$ cat config.mk
export PLATFORM = sky130hd
export DESIGN_NAME = numlock_btn_debouncer
export DESIGN_NICKNAME = d
export VERILOG_FILES = /design/src/rtl/numlock_btn_debouncer.sv
export SDC_FILE = /design/constraint.sdc
export NUM_CORES = 1
export LEC_CHECK = 0
export ABC_CLOCK_PERIOD_IN_PS = 3700
export CORE_ASPECT_RATIO = 1.75
export CORE_MARGIN = 5
export CORE_UTILIZATION = 25
export DETAILED_ROUTE_END_ITERATION = 10
export HOLD_SLACK_MARGIN = 0.06
export MAX_ROUTING_LAYER = met4
export PLACE_DENSITY = 0.36
export RECOVER_POWER = 100
export SLEW_MARGIN = 20
export SYNTH_ARGS = -nofsm -noshare
export SYNTH_HDL_FRONTEND = slang
export SYNTH_SLANG_ARGS = --single-unit
$ cat constraint.sdc
create_clock -name clk -period 3.7 [get_ports clk]
set_clock_uncertainty 0.05 [all_clocks]
set_input_delay 0.37 -clock clk [delete_from_list [all_inputs] [get_ports clk]]
set_output_delay 0.37 -clock clk [all_outputs]
set_load 0.01 [all_outputs]
$ cat src/rtl/numlock_btn_debouncer.sv
// Push-button conditioner: two-flop synchroniser, bounce filter and the
// single / repeating / continuous enable pulses used by the numlock FSM.
module numlock_btn_debouncer #(
   parameter int CNT_W         = 25,
   parameter int DB_CYCLES     = 1048576,
   parameter int HOLD_CYCLES   = 16777216,
   parameter int REPEAT_CYCLES = 4194304
) (
   input  logic clk,
   input  logic reset,
   input  logic PB,
   output logic DPB,
   output logic SCEN,
   output logic MCEN,
   output logic CCEN
);

   // state    | meaning
   // ---------+-------------------------------------------------------
   // INI      | released and idle, waiting for a high sample
   // W84      | press candidate, counting DB_CYCLES stable highs
   // SCEN_ST  | press accepted, one-cycle SCEN + MCEN
   // WS       | held after SCEN, counting HOLD_CYCLES before repeats
   // MCEN_ST  | one-cycle repeat MCEN pulse
   // MCEN_CNT | held, counting REPEAT_CYCLES until the next repeat
   // CCR      | release candidate, counting DB_CYCLES stable lows
   typedef enum logic [2:0] {
      INI      = 3'd0,
      W84      = 3'd1,
      SCEN_ST  = 3'd2,
      WS       = 3'd3,
      MCEN_ST  = 3'd4,
      MCEN_CNT = 3'd5,
      CCR      = 3'd6
   } state_t;

   localparam logic [CNT_W-1:0] DB_LAST     = CNT_W'(DB_CYCLES - 1);
   localparam logic [CNT_W-1:0] HOLD_LAST   = CNT_W'(HOLD_CYCLES - 1);
   localparam logic [CNT_W-1:0] REPEAT_LAST = CNT_W'(REPEAT_CYCLES - 1);

   logic             s1;
   logic             pb_s;
   state_t           state;
   state_t           nxt;
   logic [CNT_W-1:0] cnt;
   logic [CNT_W-1:0] cnt_nxt;
   logic             dpb_nxt;

   always_ff @(posedge clk) begin
      if (reset) begin
         s1   <= 1'b0;
         pb_s <= 1'b0;
      end else begin
         s1   <= PB;
         pb_s <= s1;
      end
   end

   // Counter clears by default so every state change starts from zero.
   always_comb begin
      nxt     = state;
      cnt_nxt = '0;
      case (state)
         INI: begin
            if (pb_s) nxt = W84;
         end
         W84: begin
            if (!pb_s)              nxt = INI;
            else if (cnt == DB_LAST) nxt = SCEN_ST;
            else                    cnt_nxt = cnt + CNT_W'(1);
         end
         SCEN_ST: begin
            nxt = pb_s ? WS : CCR;
         end
         WS: begin
            if (!pb_s)                nxt = CCR;
            else if (cnt == HOLD_LAST) nxt = MCEN_ST;
            else                      cnt_nxt = cnt + CNT_W'(1);
         end
         MCEN_ST: begin
            nxt = pb_s ? MCEN_CNT : CCR;
         end
         MCEN_CNT: begin
            if (!pb_s)                  nxt = CCR;
            else if (cnt == REPEAT_LAST) nxt = MCEN_ST;
            else                        cnt_nxt = cnt + CNT_W'(1);
         end
         CCR: begin
            // A high sample during release restarts the stable-low count.
            if (pb_s)                cnt_nxt = '0;
            else if (cnt == DB_LAST) nxt = INI;
            else                     cnt_nxt = cnt + CNT_W'(1);
         end
         default: begin
            nxt = INI;
         end
      endcase
   end

   always_comb begin
      dpb_nxt = 1'b0;
      case (nxt)
         SCEN_ST, WS, MCEN_ST, MCEN_CNT, CCR: dpb_nxt = 1'b1;
         default:                             dpb_nxt = 1'b0;
      endcase
   end

   // Outputs are registered from the next state, so they always match a
   // Moore decode of the state register without any combinational path.
   always_ff @(posedge clk) begin
      if (reset) begin
         state <= INI;
         cnt   <= '0;
         DPB   <= 1'b0;
         SCEN  <= 1'b0;
         MCEN  <= 1'b0;
         CCEN  <= 1'b0;
      end else begin
         state <= nxt;
         cnt   <= cnt_nxt;
         DPB   <= dpb_nxt;
         SCEN  <= (nxt == SCEN_ST);
         MCEN  <= (nxt == SCEN_ST) || (nxt == MCEN_ST);
         CCEN  <= dpb_nxt;
      end
   end

endmodule

=== After elaboration in Yosys (flattened, before gate mapping) ===
Cells that the tools add are included.

* Multiplexer cells: 21
* Equal/unequal tests: 14
* Add/sub/neg operators: 1
* Reductions and logical operators: 3

{| class="wikitable"
|+ Operators with widths
! kind !! count
|-
| $mux 25 || 7
|-
| $pmux 25 s4 || 1
|-
| $mux 3 || 10
|-
| $add 25x1->25 const B || 1
|-
| $eq 25x20->1 const B || 1
|-
| $eq 25x22->1 const B || 1
|-
| $eq 25x24->1 const B || 1
|-
| $pmux 3 s7 || 1
|-
| $eq 3x3->1 const B || 6
|-
| $eq 3x2->1 const B || 4
|-
| $reduce_or 5->1 || 1
|-
| $eq 3x1->1 const B || 1
|-
| $logic_not 3->1 || 1
|-
| $mux 2 || 1
|-
| $logic_or 1x1->1 || 1
|-
| $mux 1 || 1
|}

* Input port bits: 3
* Register bits after elaboration: 33
* Output and inout bits: 4
* Word-level logic and storage cells: 46

=== Longest topological paths before layout ===
Gate-level depths: netlist of run 1.

* Word-level depth: 7
* Gate-level depth with buffers: 8
* Mapped depth without buffers: 7

=== Worst setup path before layout of run 1 ===
No wires, ideal clock.

* Path kind: reg-to-reg
* Start point: register cnt[8]
* End point: register cnt[12]
* Library setup time: 0.115 ns
* Path slack: 1.711 ns
* Stages on the path, launching flop included: 8
* Period minus slack after synthesis: 1.989 ns
* Arrival: 1.825 ns
* Path buffers: 1
* Data required time: 3.535 ns
* Cells stage by stage: dfxtp_1 > nand4_4 > nor4_4 > nand3_1 > and4_1 > o21ai_4 > buf_4 > nor2_1

* Cells in the longest elaborated chain, start to end: 4
* Elaborated cells between the ends (all ways): 12
* Those cells by class: add/sub: 1; eq/ne: 3; mux: 8

{| class="wikitable"
|+ RTL lines
! what !! RTL line !! source
|-
| from (decl) || 45 || <nowiki>logic [CNT_W-1:0] cnt;</nowiki>
|-
| from (signal assigned) || 120 || <nowiki>cnt <= cnt_nxt;</nowiki>
|-
| $add 25x1->25 (tied with other cells) || -- ||
|-
| $mux 25 (on tied branches) (2 in a row) || -- ||
|-
| $pmux 25 s4 (*) || 63 || <nowiki>case (state)</nowiki>
|}

Every way passes the cells marked *; elsewhere a longest branch is shown, timed or not.
A chain may end at the register's enable or synchronous reset.

=== Final worst setup path of run 1 ===
Same ends and word-level chain as after synthesis.

==> impl_metrics.json, run 1 <==
{
  "area_delta_synth_final_pct": 10.8,
  "wl_per_cell_um": 12.4,
  "via_per_inst": 4.72,
  "cts_tree": "yes",
  "netlist.area_leader.share_pct": 41.8,
  "die_area_um2": 8080,
  "period_share_pct": 77.1,
  "avgSynthCellArea_um2": 8.60,
  "grt_max_degree": 26,
  "tns_ns": 0,
  "dp_hpwl_um": 2440,
  "yosysSeqAreaShare_pct": 41.8,
  "ys_types": 36,
  "top_layer_used": "met4",
  "placed_area_um2": 1700,
  "required_ns": 3.77,
  "grt_pass1_vias": 1239,
  "power_mw": 0.634,
  "fmax_mhz": 351,
  "num_rows": 38,
  "hold_class": "flop to flop",
  "final_common_cell": "nor2_1",
  "clockRootBuffer": "clkbuf_8",
  "cpLargestDelayFamily": "compound AO/OA/AOI/OAI gates",
  "grt_pass1_wl_um": 5730,
  "status": "finished clean",
  "cts_made_buffers": 5,
  "ctsResizeCount": 0,
  "endpoint_kind": "flop",
  "clock_sinks": 33,
  "cp-start-kind": "flop",
  "crit_chain": "nand4_1, nor4_4, a31oi_1, o21a_1, o21ai_2, nor2_1",
  "io_pins": 7,
  "drcViolationCount": 0,
  "path_class": "flop to flop",
  "setup_viol": 0,
  "via_count": 1264,
  "die_x_um": 70.1,
  "grt_util_all_layers_pct": 9.37,
  "finalMaxSlewViolations": 0,
  "ys_ff_latch": 33,
  "worst_path_max_delay_cell": "o21ai_2",
  "cp_max_fo": 25,
  "tightestPinTransition_ns": 0.994,
  "mostFrequentLayoutCells": "nor2_1 (35), dfxtp_1 (33), xor2_1 (16)",
  "globalplace.congestion": 0.782,
  "path_buf_inv": 0,
  "cts_hold_buf": 0,
  "finalWorstSetupSlack_ns": 0.848,
  "hold_violations": 0,
  "wl_met1_um": 1380,
  "synth-simple-area-share_pct": 32.8,
  "drt_pass1_iterations": 4,
  "synthMuxAreaShare_pct": 0.633,
  "antenna_left": 0,
  "die_h_um": 115,
  "fin_crit_ns": 2.85,
  "cp.arrival_ns": 2.93,
  "wl_um": 3320,
  "synth_compound_area_share_pct": 7.44,
  "ctsHtreeMaxLevel": 2,
  "fin_area_um2": 1750,
  "routed-wl-met2_um": 1760,
  "port_buffers": 6,
  "dr.first_iter.drc_count": 84,
  "nets": 192,
  "cap_viol_max_count": 0,
  "start_util_pct": 25.6,
  "synthAdderAreaFrac_pct": 0.791,
  "core-area_um2": 6180,
  "slowest_delay_ns": 0.76,
  "synth_top_family_by_area": "simple AND/OR/NAND/NOR gates",
  "antenna_found_initial": 0,
  "p_per_area_nw_per_um2": 362,
  "post_cts_buffers": 0,
  "post-route-util_pct": 28.3,
  "syn_area_um2": 1580,
  "synth_top_area_cell": "dfxtp_1",
  "worstSkewPairLatency_ns": 0.28,
  "ys_warn_count": 0,
  "dp_slack_ns": 1.14,
  "clockBufferDepth": 2,
  "grt_setup_unrepaired": "false",
  "met3WireLength_um": 116,
  "ir_drop_mv": 0.132,
  "synth_cells": 184,
  "grt-ovfl-total": 0,
  "synth_nets": 188,
  "synthTopCellsByArea": "dfxtp_1 (42%), xor2_1 (8.9%), nor2_1 (8.3%)",
  "max_slew_margin_pct": 33.7,
  "clkTransAtPathRegs_ns": 0.06,
  "antenna_cells": 0,
  "p_leak_nw": 0.586,
  "drive_above_1_share_pct": 5.85,
  "synthXorXnorAreaFrac_pct": 12.7
}
==> per-stage QoR <==
step / hold WS, ns / std cells
finish: 0.409 / 268
global route: 0.432 / 268
CTS: 0.411 / 268
detailed placement: 0.390 / 261
global placement: 0.385 / 261
floorplan: 0.364 / 184
==> registers in the layout, indices dropped and copies added, names as in the netlist <==
name	count
MCEN	1
cnt	25
pb_s	1
SCEN	1
state	3
CCEN	1
s1	1
==> cells in the mapped netlist <==
master	n
nand2b_1	1
and3_1	3
a31oi_2	1
buf_4	3
xnor2_1	7
xor2_1	16
nor3b_1	1
dfxtp_1	33
nor2_1	35
nand2_1	12
a21oi_1	5
nor3_1	6
and3_2	1
and2_4	1
a41oi_1	1
nor4_1	2
clkbuf_1	6
a41o_1	1
o21a_1	1
o21ai_4	1
nand4_2	1
o2bb2ai_1	1
or3_1	3
ha_1	1
nand4_1	7
o21ai_0	2
nand3_1	13
and4_1	3
nor2b_1	4
mux2i_1	1
nor4_4	1
inv_1	4
a31oi_1	3
nand3b_1	1
nand4_4	1
and4_2	1
==> power by group <==
part           switching, mW  internal [mW]  leakage [nW]
clock network          0.121          0.147        0.0443
logic                0.00391        0.00346         0.276
registers            0.00163          0.357         0.266
total                  0.126          0.507         0.586
==> metal layers <==
metal / GRT usage (%) / vias up
li1: - / 640
met1: 9.46 / 592
met2: 17.0 / 25
met3: 2.19 / 7
met4: 4.22 / 0
met5: - / -
==> area by class of cell <==
cell class                      count  area [um2]
Tap cell                           80         100
Fill cell                         697        4430
Clock buffer                        7        86.3
Multi-Input combinational cell    138         830
Timing Repair Buffer                6        60.1
Inverter                            4        15.0
Sequential cell                    33         661
==> cell families after synthesis <==
family / count (synthesis)
DFF: 33
muxes: 1
AOI/OAI and AO/OA: 16
buffers and inverters: 13
adders and majority gates: 1
xor gates and xnor gates: 23
and+or+nand+nor: 97
==> path summary, 6_finish.rpt <==
path	from	to	slack (ns)	depth (start not counted)
min	s1	pb_s	0.41	1
max reg2reg	cnt[8]	cnt[12]	0.85	6
max	cnt[8]	cnt[12]	0.85	6
min reg2reg	s1	pb_s	0.41	1
No activity file was read; power rests on OpenSTA's default activity.
==> run 2, diff against run 1 <==
ABC_CLOCK_PERIOD_IN_PS = 2800   (was 3700)
clock period = 2.8 ns   (was 3.7 ns; I/O delays follow)
==> impl_metrics.json, run 2 (synthesized netlist as in run 1, its figures left out) <==
{
  "finalMaxSlewViolations": 0,
  "cts_hold_buf": 0,
  "p_per_area_nw_per_um2": 475,
  "endpoint_kind": "flop",
  "mostFrequentLayoutCells": "nor2_1 (35), dfxtp_1 (33), xor2_1 (16)",
  "multi_input_area_um2": 852,
  "die_area_um2": 8080,
  "antenna_left": 0,
  "final_common_cell": "nor2_1",
  "via_count": 1248,
  "globalplace.congestion": 0.737,
  "grt_setup_unrepaired": "false",
  "dr.first_iter.drc_count": 71,
  "clockRootBuffer": "clkbuf_8",
  "dp_hpwl_um": 2420,
  "reg2reg_depth": 8,
  "largest-register": "cnt",
  "max_slew_margin_pct": 56.7,
  "clockBufferDepth": 2,
  "clkTransAtPathRegs_ns": 0.07,
  "status": "finished clean",
  "holdWs_ns": 0.411,
  "cp.arrival_ns": 2.43,
  "cap_viol_max_count": 0,
  "core-area_um2": 6180,
  "hold_violations": 0,
  "setup_viol": 0,
  "dp_slack_ns": 0.463,
  "wl_per_cell_um": 12.4,
  "die_x_um": 70.1,
  "period_share_pct": 82.6,
  "antenna_cells": 0,
  "fill_cells": 691,
  "wl_um": 3320,
  "grt_pass1_wl_um": 5910,
  "ctsResizeCount": 0,
  "fin_crit_ns": 2.31,
  "clock_sinks": 33,
  "path_class": "flop to flop",
  "grt_util_all_layers_pct": 9.58,
  "finalWorstSetupSlack_ns": 0.488,
  "tns_ns": 0,
  "grt_pass1_vias": 1305,
  "power_mw": 0.847,
  "cts_tree": "yes",
  "fmax_mhz": 433,
  "grt_max_degree": 26,
  "io_pins": 7,
  "via_per_inst": 4.64,
  "largestRegisters": "cnt: 25 flops, state: 3 flops",
  "antenna_found_initial": 0,
  "p_leak_nw": 0.608,
  "port_buffers": 6,
  "drive_above_1_share_pct": 6.88,
  "largest_reg_flops": 25,
  "ir_drop_mv": 0.192,
  "cts_made_buffers": 5,
  "num_rows": 38,
  "hold_depth": 1,
  "hold_class": "flop to flop",
  "grt-ovfl-total": 0,
  "register_area_um2": 661,
  "drcViolationCount": 0,
  "required_ns": 2.91,
  "area_delta_synth_final_pct": 12.7,
  "cp_max_fo": 25,
  "post_cts_buffers": 0,
  "nets": 193,
  "start_util_pct": 25.6,
  "worstSkewPairLatency_ns": 0.28,
  "tightestPinTransition_ns": 0.643,
  "cp-start-kind": "flop",
  "die_h_um": 115,
  "ctsHtreeMaxLevel": 2,
  "drt_pass1_iterations": 5
}
run 2: changes by cell type in the layout (fill, tap and decap cells not counted):
cell / delta
buf_4: +1
nand4_1: -1
o21ai_2: -1
o21ai_4: +1
nand4_4: +1
run 2: final cells by class:
class	count	share of cell area, %
flip-flops and latches	33	37.1
clock buffers	7	4.85
well taps	80	5.62
multi-input cells	138	47.8
repair buffers	7	3.79
inverters	4	0.843
run 2: worst max-delay path, stage by stage (launching register included):
cell and delay [ns]:
dfxtp_1 0.39, ha_1 0.24, nand3_1 0.16, nor4_4 0.45, a31oi_1 0.18, o21a_1 0.24, o21ai_4 0.11, buf_4 0.28
nor2_1 0.08
run 2: layer usage:
layer,global-route usage [%],up-vias,wire length [um]
li1,-,641,-
met3,2.45,10,102
met5,-,-,0
met2,16.4,18,1740
met1,9.59,579,1370
met4,6.14,0,116
run 2: final timing paths:
| check | startpoint | to | slack [ns] |
|---|---|---|---|
| worst max-delay path | cnt[0] | cnt[6] | 0.49 |
| worst min-delay path | s1 | pb_s | 0.41 |
| worst max register to register | cnt[0] | cnt[6] | 0.49 |
| worst min register to register | s1 | pb_s | 0.41 |
run 2: through the flow:
step	area, um2	std cells	util (%)
floorplan	1580	184	-
global placement	1700	262	27.6
detailed placement	1700	262	27.6
CTS	1790	269	29.0
global route	1780	269	28.8
finish	1780	269	28.8
run 2: report_power, final:
part           internal, mW  total [mW]  switching [mW]  leakage (nW)
registers             0.471       0.473         0.00215         0.266
clock network         0.195       0.363           0.168        0.0443
logic               0.00472     0.00998         0.00526         0.298
total                 0.671       0.847           0.176         0.608
==> run 3, diff against run 2 <==
ABC_CLOCK_PERIOD_IN_PS = 2000   (was 2800)
PLACE_DENSITY = 0.37   (was 0.36)
clock period = 2 ns   (was 2.8 ns; I/O delays follow)
==> impl_metrics.json, run 3 (synthesized netlist as in run 1, its figures left out) <==
{
  "fin_crit_ns": 1.95,
  "fmax_mhz": 512,
  "clkTransAtPathRegs_ns": 0.07,
  "post-route-util_pct": 36.3,
  "grt_util_all_layers_pct": 10.0,
  "ir_drop_mv": 0.377,
  "grt_max_degree": 26,
  "ctsHtreeMaxLevel": 2,
  "cpLargestDelayFamily": "compound AO/OA/AOI/OAI gates",
  "clockRootBuffer": "clkbuf_8",
  "grt_pass1_vias": 1361,
  "start_util_pct": 25.6,
  "worstSkewPairLatency_ns": 0.28,
  "clockBufferDepth": 2,
  "largest_reg_flops": 25,
  "drt_pass1_iterations": 4,
  "period_share_pct": 97.6,
  "die_area_um2": 8080,
  "via_per_inst": 4.60,
  "crit_chain": "nand4_4, nor4_4, buf_6, a31oi_1, o21a_1, o21ai_4, buf_12, clkbuf_16, nor2_1",
  "cts_made_buffers": 5,
  "cts_tree": "yes",
  "tightestPinTransition_ns": 0.325,
  "dp_cells": 289,
  "die_x_um": 70.1,
  "die_h_um": 115,
  "worst_path_max_delay_cell": "dfxtp_1",
  "antenna_found_initial": 0,
  "setup_viol": 0,
  "hold_class": "flop to flop",
  "grt-ovfl-total": 0,
  "wl_um": 4110,
  "grt_pass1_wl_um": 6150,
  "port_buffers": 6,
  "core-area_um2": 6180,
  "cap_viol_max_count": 0,
  "dr.first_iter.drc_count": 51,
  "largestRegisters": "cnt: 25 flops, state: 3 flops",
  "cp-start-kind": "flop",
  "status": "finished clean",
  "tns_ns": 0,
  "clock_sinks": 33,
  "num_rows": 38,
  "final_cells": 309,
  "p_per_area_nw_per_um2": 523,
  "cp_max_fo": 8,
  "cp.arrival_ns": 2.08,
  "required_ns": 2.13,
  "p_leak_nw": 0.863,
  "wl_per_cell_um": 13.3,
  "finalMaxSlewViolations": 0,
  "fill_cells": 662,
  "via_count": 1420,
  "final_common_cell": "nor2_1",
  "area_delta_synth_final_pct": 41.8,
  "drive_above_1_share_pct": 34.5,
  "slowest_delay_ns": 0.37,
  "drcViolationCount": 0,
  "dp_hpwl_um": 2720,
  "antenna_left": 0,
  "io_pins": 7,
  "path_buf_inv": 3,
  "max_slew_margin_pct": 78.2,
  "antenna_cells": 0,
  "endpoint_kind": "flop",
  "hold_violations": 0,
  "power_mw": 1.17,
  "globalplace.congestion": 0.760,
  "mostFrequentLayoutCells": "nor2_1 (35), buf_4 (33), dfxtp_1 (18)",
  "path_class": "flop to flop",
  "largest-register": "cnt",
  "nets": 232
}
[run 3: changes by cell type in the layout (fill, tap and decap cells not counted), sizes merged]
cell and delta:
buf +37, clkinv +2, clkinvlp +1
[run 3: stage by stage]
stage / setup slack [ns] / instance area, um2 / hold WS [ns]
floorplan: 0.0108 / 1580 / 0.222
global placement: 0.0123 / 1920 / 0.392
detailed placement: -0.00935 / 1920 / 0.398
CTS: 0.0137 / 2020 / 0.423
global route: -0.0690 / 2240 / 0.436
finish: 0.0482 / 2240 / 0.418
[run 3: path summary, 6_finish.rpt]
| kind | cells after the start | slack, ns | from | to |
|---|---|---|---|---|
| worst max-delay path | 9 | 0.05 | cnt[13] | cnt[8] |
| worst min-delay path | 1 | 0.42 | s1 | pb_s |
| worst max register to register | 9 | 0.05 | cnt[13] | cnt[8] |
| worst min register to register | 1 | 0.42 | s1 | pb_s |
[run 3: power breakdown]
part / switching (mW) / internal [mW]
registers: 0.00306 / 0.658
logic: 0.00836 / 0.00828
clock network: 0.255 / 0.240
[run 3: what timing repair did]
action / 4_1_cts / 5_1_grt
hold buffers: 0 / 0
buffers inserted: 0 / 9
gates cloned: 0 / 3
pin swaps: 0 / 3
gates resized for setup: 3 / 27
setup endpoints to repair: 26 / 26
[run 3: metal layers]
layer,wire (um),vias to the layer above,part of all wire [%],GRT usage [%]
met2,2270,17,55,18.6
li1,-,720,-,-
met5,0,-,0,-
met1,1570,672,38,9.66
met3,119,11,2.9,2.36
met4,155,0,3.8,4.60
[run 3: layout make-up]
| type | count | area [um2] | area share [%] |
|---|---|---|---|
| Inverter | 4 | 15.0 | 0.670 |
| Tap cell | 80 | 100 | 4.46 |
| Timing Repair Buffer | 46 | 432 | 19.3 |
| Clock inverter | 3 | 17.5 | 0.781 |
| Sequential cell | 33 | 682 | 30.4 |
| Clock buffer | 5 | 68.8 | 3.07 |
| Multi-Input combinational cell | 138 | 927 | 41.4 |
